File: src/rtl/traffic_pkg.sv
// Shared phase codes and lamp encodings for the intersection controller.
package traffic_pkg;

    typedef enum logic [2:0] {
        ALL_RED_1 = 3'd0,
        NS_GREEN  = 3'd1,
        NS_YELLOW = 3'd2,
        ALL_RED_2 = 3'd3,
        EW_GREEN  = 3'd4,
        EW_YELLOW = 3'd5,
        NIGHT     = 3'd6
    } phase_t;

    localparam logic [2:0] LAMP_RED = 3'b100;
    localparam logic [2:0] LAMP_YEL = 3'b010;
    localparam logic [2:0] LAMP_GRN = 3'b001;
    localparam logic [2:0] LAMP_OFF = 3'b000;

    function automatic phase_t next_phase(input phase_t p);
        phase_t n;
        n = ALL_RED_1;
        case (p)
            ALL_RED_1: n = NS_GREEN;
            NS_GREEN:  n = NS_YELLOW;
            NS_YELLOW: n = ALL_RED_2;
            ALL_RED_2: n = EW_GREEN;
            EW_GREEN:  n = EW_YELLOW;
            default:   n = ALL_RED_1;
        endcase
        return n;
    endfunction

endpackage

File: src/rtl/traffic_tick_gen.sv
// Divides CLOCK_50 down to a registered one-cycle tick strobe.
module traffic_tick_gen #(
    parameter int CLK_HZ  = 50000000,
    parameter int TICK_HZ = 1
) (
    input  logic CLOCK_50,
    input  logic rst_n,
    output logic tick_o
);

    localparam int DIV = CLK_HZ / TICK_HZ;
    localparam int CW  = (DIV > 2) ? $clog2(DIV) : 1;

    if ((CLK_HZ % TICK_HZ) != 0 || DIV < 2) begin : g_bad_div
        $error("CLK_HZ/TICK_HZ must be an integer of at least 2");
    end

    logic [CW-1:0] cnt;
    logic          wrap;

    assign wrap = (cnt == CW'(DIV - 1));

    always_ff @(posedge CLOCK_50 or negedge rst_n) begin
        if (!rst_n) begin
            cnt    <= '0;
            tick_o <= 1'b0;
        end else begin
            cnt    <= wrap ? '0 : cnt + 1'b1;
            tick_o <= wrap;
        end
    end

endmodule

File: src/rtl/traffic_light_ctrl.sv
// Two-direction intersection controller with night flashing mode.
// Pedestrian request shortening is enabled by defining TRAFFIC_PED_REQ_EN.
module traffic_light_ctrl
    import traffic_pkg::*;
#(
    parameter int CLK_HZ      = 50000000,
    parameter int TICK_HZ     = 1,
    parameter int GREEN_S     = 9,
    parameter int YELLOW_S    = 3,
    parameter int ALLRED_S    = 1,
    parameter int PED_SHORT_S = 2,
    parameter int CNT_W       = 5
) (
    input  logic             CLOCK_50,
    input  logic             rst_n,
    input  logic             night_i,
    input  logic             ped_req_i,
    output logic [2:0]       ns_lamp_o,
    output logic [2:0]       ew_lamp_o,
    output logic [CNT_W-1:0] remain_o,
    output logic [2:0]       state_o,
    output logic             ped_walk_o,
    output logic             tick_o
);

    localparam int MAX_D = (1 << CNT_W) - 1;

    if (GREEN_S < 1 || GREEN_S > MAX_D ||
        YELLOW_S < 1 || YELLOW_S > MAX_D ||
        ALLRED_S < 1 || ALLRED_S > MAX_D ||
        PED_SHORT_S < 1 || PED_SHORT_S > MAX_D) begin : g_bad_dur
        $error("phase durations must lie in 1..2^CNT_W-1");
    end

    localparam logic [CNT_W-1:0] D_GRN = CNT_W'(GREEN_S);
    localparam logic [CNT_W-1:0] D_YEL = CNT_W'(YELLOW_S);
    localparam logic [CNT_W-1:0] D_AR  = CNT_W'(ALLRED_S);
    localparam logic [CNT_W-1:0] D_PED = CNT_W'(PED_SHORT_S);

    function automatic logic [CNT_W-1:0] dur(input phase_t p);
        logic [CNT_W-1:0] d;
        d = '0;
        case (p)
            ALL_RED_1, ALL_RED_2: d = D_AR;
            NS_GREEN, EW_GREEN:   d = D_GRN;
            NS_YELLOW, EW_YELLOW: d = D_YEL;
            default:              d = '0;
        endcase
        return d;
    endfunction

    phase_t           state, state_n;
    logic [CNT_W-1:0] remain, remain_n;
    logic [2:0]       ns_lamp, ns_n;
    logic [2:0]       ew_lamp, ew_n;
    logic             blink, blink_n;
    logic             latch, latch_n;
    logic             walk, walk_n;
    logic             tick;
    logic             req;
    logic             shorten;

    traffic_tick_gen #(
        .CLK_HZ (CLK_HZ),
        .TICK_HZ(TICK_HZ)
    ) u_tick (
        .CLOCK_50(CLOCK_50),
        .rst_n   (rst_n),
        .tick_o  (tick)
    );

`ifdef TRAFFIC_PED_REQ_EN
    // A request in the current cycle counts as if already latched.
    assign req = latch | ped_req_i;
`else
    logic unused_ped;
    assign unused_ped = ped_req_i;
    assign req        = 1'b0;
`endif

    assign shorten = req && (state == NS_GREEN) && (remain > D_PED);

    always_comb begin
        state_n = state;
        remain_n = remain;
        blink_n = blink;
        latch_n = req;
        walk_n = walk;
        ns_n = LAMP_RED;
        ew_n = LAMP_RED;
        if (shorten) begin
            remain_n = D_PED;
        end else if (tick) begin
            if (state == NIGHT) begin
                if (!night_i) begin
                    state_n  = ALL_RED_1;
                    remain_n = D_AR;
                end else begin
                    blink_n = ~blink;
                end
            end else if (remain == 1) begin
                state_n = next_phase(state);
                if ((state == ALL_RED_1 || state == ALL_RED_2) && night_i)
                    state_n = NIGHT;
                remain_n = dur(state_n);
                blink_n  = 1'b1;
                walk_n   = (state_n == EW_GREEN) ? req : 1'b0;
                if (state_n == EW_GREEN)
                    latch_n = 1'b0;
            end else begin
                remain_n = remain - 1'b1;
            end
        end
        case (state_n)
            NS_GREEN:  ns_n = LAMP_GRN;
            NS_YELLOW: ns_n = LAMP_YEL;
            EW_GREEN:  ew_n = LAMP_GRN;
            EW_YELLOW: ew_n = LAMP_YEL;
            NIGHT: begin
                ns_n = blink_n ? LAMP_YEL : LAMP_OFF;
                ew_n = blink_n ? LAMP_YEL : LAMP_OFF;
            end
            default: ;
        endcase
    end

    always_ff @(posedge CLOCK_50 or negedge rst_n) begin
        if (!rst_n) begin
            state   <= ALL_RED_1;
            remain  <= D_AR;
            ns_lamp <= LAMP_RED;
            ew_lamp <= LAMP_RED;
            blink   <= 1'b0;
            latch   <= 1'b0;
            walk    <= 1'b0;
        end else begin
            state   <= state_n;
            remain  <= remain_n;
            ns_lamp <= ns_n;
            ew_lamp <= ew_n;
            blink   <= blink_n;
            latch   <= latch_n;
            walk    <= walk_n;
        end
    end

    assign ns_lamp_o  = ns_lamp;
    assign ew_lamp_o  = ew_lamp;
    assign remain_o   = remain;
    assign state_o    = state;
    assign ped_walk_o = walk;
    assign tick_o     = tick;

endmodule

File: config.mk
export PLATFORM = sky130hd
export DESIGN_NAME = traffic_light_ctrl
export DESIGN_NICKNAME = d
export VERILOG_FILES = /design/src/rtl/traffic_pkg.sv /design/src/rtl/traffic_tick_gen.sv /design/src/rtl/traffic_light_ctrl.sv
export SDC_FILE = /design/constraint.sdc
export NUM_CORES = 1
export LEC_CHECK = 0
export BUFFER_PORTS_ARGS = -buffer_cell sky130_fd_sc_hd__buf_2
export CAP_MARGIN = 15
export CORE_MARGIN = 8
export CORE_UTILIZATION = 50
export CTS_CLUSTER_SIZE = 40
export DETAILED_ROUTE_END_ITERATION = 7
export GPL_ROUTABILITY_DRIVEN = 0
export PLACE_DENSITY = 0.69
export SETUP_SLACK_MARGIN = 0.4
export SYNTH_ARGS = -nofsm -noshare
export SYNTH_HDL_FRONTEND = slang
export SYNTH_HIERARCHICAL = 1
export SYNTH_SLANG_ARGS = --single-unit
File: constraint.sdc
create_clock -name CLOCK_50 -period 5.4 [get_ports CLOCK_50]
set_clock_uncertainty 0.2 [all_clocks]
set_input_delay 1.08 -clock CLOCK_50 [delete_from_list [all_inputs] [get_ports CLOCK_50]]
set_output_delay 1.08 -clock CLOCK_50 [all_outputs]
set_load 0.01 [all_outputs]
Word-level counts from Yosys, hierarchy flattened
Index checks and enable logic that the tools add are counted.
{"block": "totals", "ff_bits": 42, "input_bits": 4, "out_inout_bits": 16, "elab_cells": 57}
{"block": "classes", "n_addsub": 2, "n_eq_ne": 18, "n_mux": 21, "bitwise": 1, "reduce_logical": 8}
{"cell": "$add A26 B1 Y26 const B", "count": 1}
{"cell": "$eq A26 B26 Y1 const B", "count": 1}
{"cell": "$mux W26", "count": 1}
{"cell": "$mux W3", "count": 8}
{"cell": "$eq A3 B3 Y1 const B", "count": 7}
{"cell": "$pmux W3 S3", "count": 2}
{"cell": "$eq A3 B2 Y1 const B", "count": 5}
{"cell": "$mux W5", "count": 3}
{"cell": "$pmux W3 S5", "count": 1}
{"cell": "$pmux W4 S3", "count": 1}
{"cell": "$eq A3 B1 Y1 const B", "count": 3}
{"cell": "$logic_not A3 Y1", "count": 2}
{"cell": "$reduce_or A2 Y1", "count": 3}
{"cell": "$eq A5 B1 Y1 const B", "count": 1}
{"cell": "$sub A5 B1 Y5 const B", "count": 1}
{"cell": "$mux W1", "count": 4}
{"cell": "$mux W2", "count": 1}
{"cell": "$ne A2 B2 Y1 const B", "count": 1}
{"cell": "$reduce_and A2 Y1", "count": 1}
{"cell": "$logic_and A1 B1 Y1", "count": 1}
{"cell": "$logic_or A1 B1 Y1", "count": 1}
{"cell": "$not A1 Y1", "count": 1}

Longest topological paths before layout
{"block": "depth", "ltp_word": 12, "depth_mapped": 9}

Cells and area by module
The synthesis kept the hierarchy.
{"module": "traffic_tick_gen", "instances": 1, "cells_per_inst": 135, "area_each_um2": 1362.6, "seq_area_each_um2": 675.6}
{"module": "traffic_light_ctrl", "instances": 1, "cells_per_inst": 101, "area_each_um2": 923.4, "seq_area_each_um2": 379.1}

Worst setup path before layout
OpenSTA, ideal clock, no wires.
{"block": "synth_timing", "path_type": "in2reg", "startpoint": "input port night_i", "endpoint": "register ew_lamp[1], in the netlist ew_lamp_o[1]", "setup_ns": 0.077, "arrival_ns": 2.146, "required_time_ns": 5.123, "setup_slack_ns": 2.977, "cell_stages": 6, "n_path_buf": 1, "cell_sequence": "buf_2 or3b_2 nand4_1 o21bai_2 nand3b_1 a21oi_1"}
{"block": "synth_via", "elab_chain_len": 10, "word_cells_on_any_way": 17}
{"item": "start: declaration", "line_no": "traffic_light_ctrl.sv:16", "rtl": "input logic night_i,"}
{"item": "$logic_and A1 B1 Y1", "line_no": "traffic_light_ctrl.sv:103", "rtl": "if ((state == ALL_RED_1 || state == ALL_RED_2) && night_i)"}
{"item": "$mux W3", "line_no": "traffic_light_ctrl.sv:103"}
{"item": "$mux W3", "line_no": "traffic_light_ctrl.sv:101", "rtl": "end else if (remain == 1) begin"}
{"item": "$mux W3", "line_no": "traffic_light_ctrl.sv:94", "rtl": "if (state == NIGHT) begin"}
{"item": "$mux W3", "line_no": "traffic_light_ctrl.sv:93", "rtl": "end else if (tick) begin"}
{"item": "$mux W3", "line_no": "traffic_light_ctrl.sv:101"}
{"item": "$mux W3 (*)", "line_no": "traffic_light_ctrl.sv:94"}
{"item": "$mux W3 (*)", "line_no": "traffic_light_ctrl.sv:93"}
{"item": "named net state_n[0]", "line_no": "traffic_light_ctrl.sv:52", "rtl": "phase_t state, state_n;"}
{"item": "$eq A3 B3 Y1", "line_no": "traffic_light_ctrl.sv:114", "rtl": "case (state_n)"}
{"item": "$pmux W3 S3 (*)", "line_no": "traffic_light_ctrl.sv:114"}
{"item": "named net ew_n[1]", "line_no": "traffic_light_ctrl.sv:55", "rtl": "logic [2:0] ew_lamp, ew_n;"}
{"item": "end signal: assignment", "line_no": "traffic_light_ctrl.sv:140", "rtl": "ew_lamp <= ew_n;"}
{"item": "end: declaration", "line_no": "traffic_light_ctrl.sv:55"}
The timed path passes the listed nets; every way through them passes the cells marked *. The select of a mux whose other input is x is not followed.
A chain may end at the register's enable or synchronous reset.

Worst setup path after layout
{"block": "layout_timing", "startpoint": "register remain[0], in the netlist remain_o[0]", "endpoint": "register ns_lamp[2], in the netlist ns_lamp_o[2]"}
{"block": "layout_via", "elab_chain_len": 6, "word_cells_on_any_way": 8}
{"item": "start: declaration", "line_no": "traffic_light_ctrl.sv:53", "rtl": "logic [CNT_W-1:0] remain, remain_n;"}
{"item": "start signal: assignment", "line_no": "traffic_light_ctrl.sv:138", "rtl": "remain <= remain_n;"}
{"item": "$eq A5 B1 Y1 (*)", "line_no": "traffic_light_ctrl.sv:101"}
{"item": "$mux W3 (*)", "line_no": "traffic_light_ctrl.sv:101"}
{"item": "$mux W3 (*)", "line_no": "traffic_light_ctrl.sv:94"}
{"item": "$mux W3 (*)", "line_no": "traffic_light_ctrl.sv:93"}
{"item": "named net state_n[1]", "line_no": "traffic_light_ctrl.sv:52"}
{"item": "$eq A3 B3 Y1, or another cell as far along", "line_no": "traffic_light_ctrl.sv:114"}
{"item": "$pmux W3 S3 (*)", "line_no": "traffic_light_ctrl.sv:114"}
{"item": "named net ns_n[2]", "line_no": "traffic_light_ctrl.sv:54", "rtl": "logic [2:0] ns_lamp, ns_n;"}
{"item": "end signal: assignment", "line_no": "traffic_light_ctrl.sv:139", "rtl": "ns_lamp <= ns_n;"}
{"item": "end: declaration", "line_no": "traffic_light_ctrl.sv:54"}
The timed path passes the listed nets; every way through them passes the cells marked *.

==> impl_results.md <==
- Status: complete, no violations
- Post_cts resized: 0
- Via count: between 1,500 and 2,000
- Min Clock Period, post-route: 2522 ps
- Grt ovf: 0
- Critical-path top delay cell: nor4b_4
- Avg Cell Area, Syn: ~9.7 um^2
- Vias per cell: about 5.7
- Worst Hold Class: flip-flop to flip-flop
- Worst Path Class, Setup: flip-flop to flip-flop
- Clock share of power: 0.435
- Clk slew on worst S/H paths: roughly 80 ps
- Total track usage: 0.1305
- Post-synth ARST share: 1.000
- WL final: ~4400 um
- DP Wirelength: 3061 um
- Crit path max-delay family: simple AND/OR/NAND/NOR gates
- Internal power: roughly 0.45 mW
- Worst Path Max Fanout: 15
- Cell Rows: 24
- Power Density: roughly 230 nW/um^2
- First-pass GRT wire length: a little under 8000 um
- Synth unique cells: 52
- Final setup viols: 0
- Tightest Pin Transition: roughly 1000 ps
- Synth Flop Type: dfrtp_1
- Post-Synthesis Cells: between 200 and 250
- CTS Sinks: 42
- #FFs+latches synth: between 40 and 50
- Post-synthesis sequential area ratio: 0.4614
- Fillers: ~420
- Max incr delay on CP: roughly 640 ps
- Endpoints failing hold: 0
- CP Buf/Inv Count: 0
- Total Nets Final: around 260
- Ant. Diodes: 0
- Clock latency on the worst-skew pair: 300 ps
- Overall power: around 0.57 mW
- Die ar.: 6991 um^2
- Post-synth net total: roughly 240
- IO Port Bufs: 17
- H-tree Lvls: 2
- Initial Util: 0.5214
- Boundary Pins: 20
- Share of post-route cells with drive strength above 1: 0.1554
- Critical path startpoint category: flip-flop
- Post-CTS Setup Inserts: 0
- Sw Share: 0.2090
- Core footprint: 4384 um^2
- Setup WS pre-CTS: approximately 2800 ps
- Largest net degree at the start of global routing: 43
- Crit path capture type: flip-flop
- Max frequency: about 0.4 GHz
- Die width: ~84 um
- DIE HEIGHT: ~84 um
- Share of the synthesized area in the top cell type: 0.4269
- Synth area leader: dfrtp_1
- Final hold slack: around 300 ps
- WL/cell: about 15 um
- Remaining DRCs: 0
- Mapped Area: roughly 2300 um^2
- Sequential group share of total power: 0.548
- Fin. max-slew vios: 0
- P_sw: about 0.12 mW
- Yosys Warn Count: 6
- Most common cell in the netlist: dfrtp_1
- Critical Path RT: 5440 ps
- Initial DRC count: between 100 and 150
- RSZ-0062 raised after global routing: no
- Leakage: between 1 and 1.5 nW
- Number of enable flip-flop cells after synthesis: 0
- Root Buffer: clkbuf_8
- Period utilisation layout: 0.4670
- Initial antenna violation count: 0
- Clk buf depth: 2
- Peak supply drop: 0.1415 mV
- Critical Path AT: between 2000 and 3000 ps
- Cells taking the most area after synthesis: dfrtp_1, dfstp_2, xnor2_1, xor2_1, nand2_1
- MaxCap Viol Count: 0
- Setup WS post-layout: 2878 ps
- Antenna viol nets, final: 0
- Gate power share: 0.017
- Layout area overhead: 9.305%
- First-pass detailed-route iteration total: 4
- Cts bufs inserted: 5
- Slew margin rel.: 0.3380
- CTS tree: done
- Cell Chain, Critical Path: ha_1 -> nor4b_4 -> mux2i_1 -> o211ai_2 -> nand2b_1 -> o21ba_1
- Vias in the first global route: about 1,600
- CTS Hold Bufs: 0
- Setup TNS: 0 ps
- Top post-synthesis cells by count: dfrtp_1, nand2_1, nor2_1
cells in the final DEF (no fill, tap or decap), types with 2 or more instances in the layout:
cell type	count
dfrtp_1	39
nand2_1	20
nor2_1	17
buf_2	17
a21oi_1	13
inv_1	11
nand3_1	11
nand4_1	10
o21ai_0	9
xor2_1	9
xnor2_1	9
nor2b_1	7
o31ai_1	5
or3_1	5
clkbuf_8	5
and3_1	5
ha_1	4
and4_1	4
nor4_1	4
nand2b_1	3
nor3_1	3
nand3b_1	3
dfstp_2	3
or4_1	3
or3b_2	2
nand4b_1	2
and2_1	2
clkinvlp_4	2
routing by layer:
metal	part of all wire	vias to the layer above	track usage
met5	0	-	0
met4	0.014	0	0.04710
li1	-	870	-
met3	0.042	7	0.04199
met1	0.49	836	0.1741
met2	0.45	25	0.1909
worst reg2reg max path, cell delays in order, from the launching register on:
cell and delay [ps]:
dfstp_2 570, ha_1 180, nor4b_4 640, mux2i_1 290
o211ai_2 160, nand2b_1 230, o21ba_1 190
logic make-up after synthesis:
kind of cell / share of synthesized area
AND/OR/NAND/NOR: 0.2791
flip-flops: 0.4614
AO/OA/AOI/OAI: 0.1221
other: 0.001640
XOR/XNOR: 0.06897
buffers and inverters: 0.04050
adder cells (fa/ha/maj): 0.02189
multiplexers: 0.004379
through the flow:
stage               std cells  instance area [um^2]    util
CTS                       303                  2499  0.5699
global placement          295                  2385  0.5440
detailed placement        295                  2385  0.5440
global route              303                  2499  0.5699
floorplan                 236                  2286       -
finish                    303                  2499  0.5699
path summary, 6_finish.rpt:
kind                                      endpoint  slack [ps]                     from  cells after the start
setup reg to reg            ns_lamp_o[2]$_DFF_PN1_        2880  remain_o[0]$_DFFE_PN1P_                      6
hold reg to reg            u_tick/cnt[9]$_DFF_PN0_         310  u_tick/cnt[9]$_DFF_PN0_                      1
min in group asynchronous  remain_o[3]$_DFFE_PN0P_         710                    rst_n                      1
setup / recovery            ns_lamp_o[2]$_DFF_PN1_        2880  remain_o[0]$_DFFE_PN1P_                      6
max in group asynchronous  u_tick/cnt[1]$_DFF_PN0_        3710                    rst_n                      1
hold / removal             u_tick/cnt[9]$_DFF_PN0_         310  u_tick/cnt[9]$_DFF_PN0_                      1
power groups by stage:
stage	clock, mW	combinational (mW)	sequential [mW]
after floorplan	0	0.00350	0.321
after global placement	0	0.0100	0.320
after detailed placement	0	0.0103	0.320
after CTS	0.256	0.0103	0.314
after global routing	0.270	0.0118	0.314
final	0.249	0.00966	0.314
flip-flops by register name, indices dropped and copies added, names as in the netlist:
signal and flops:
ew_lamp_o 3, u_tick/cnt 26, remain_o 5, state_o 3
ns_lamp_o 3, blink 1, u_tick/tick_o 1
layout make-up:
class	instances	area [um^2]	share of cell area
repair buffers	17	85.08	0.03405
multi-input cells	173	1139	0.4557
clock inverters	3	45.04	0.01803
well taps	52	65.06	0.02604
flip-flops and latches	42	1055	0.4221
inverters	11	41.29	0.01652
clock buffers	5	68.82	0.02754
No activity file was read; power rests on OpenSTA's default activity.
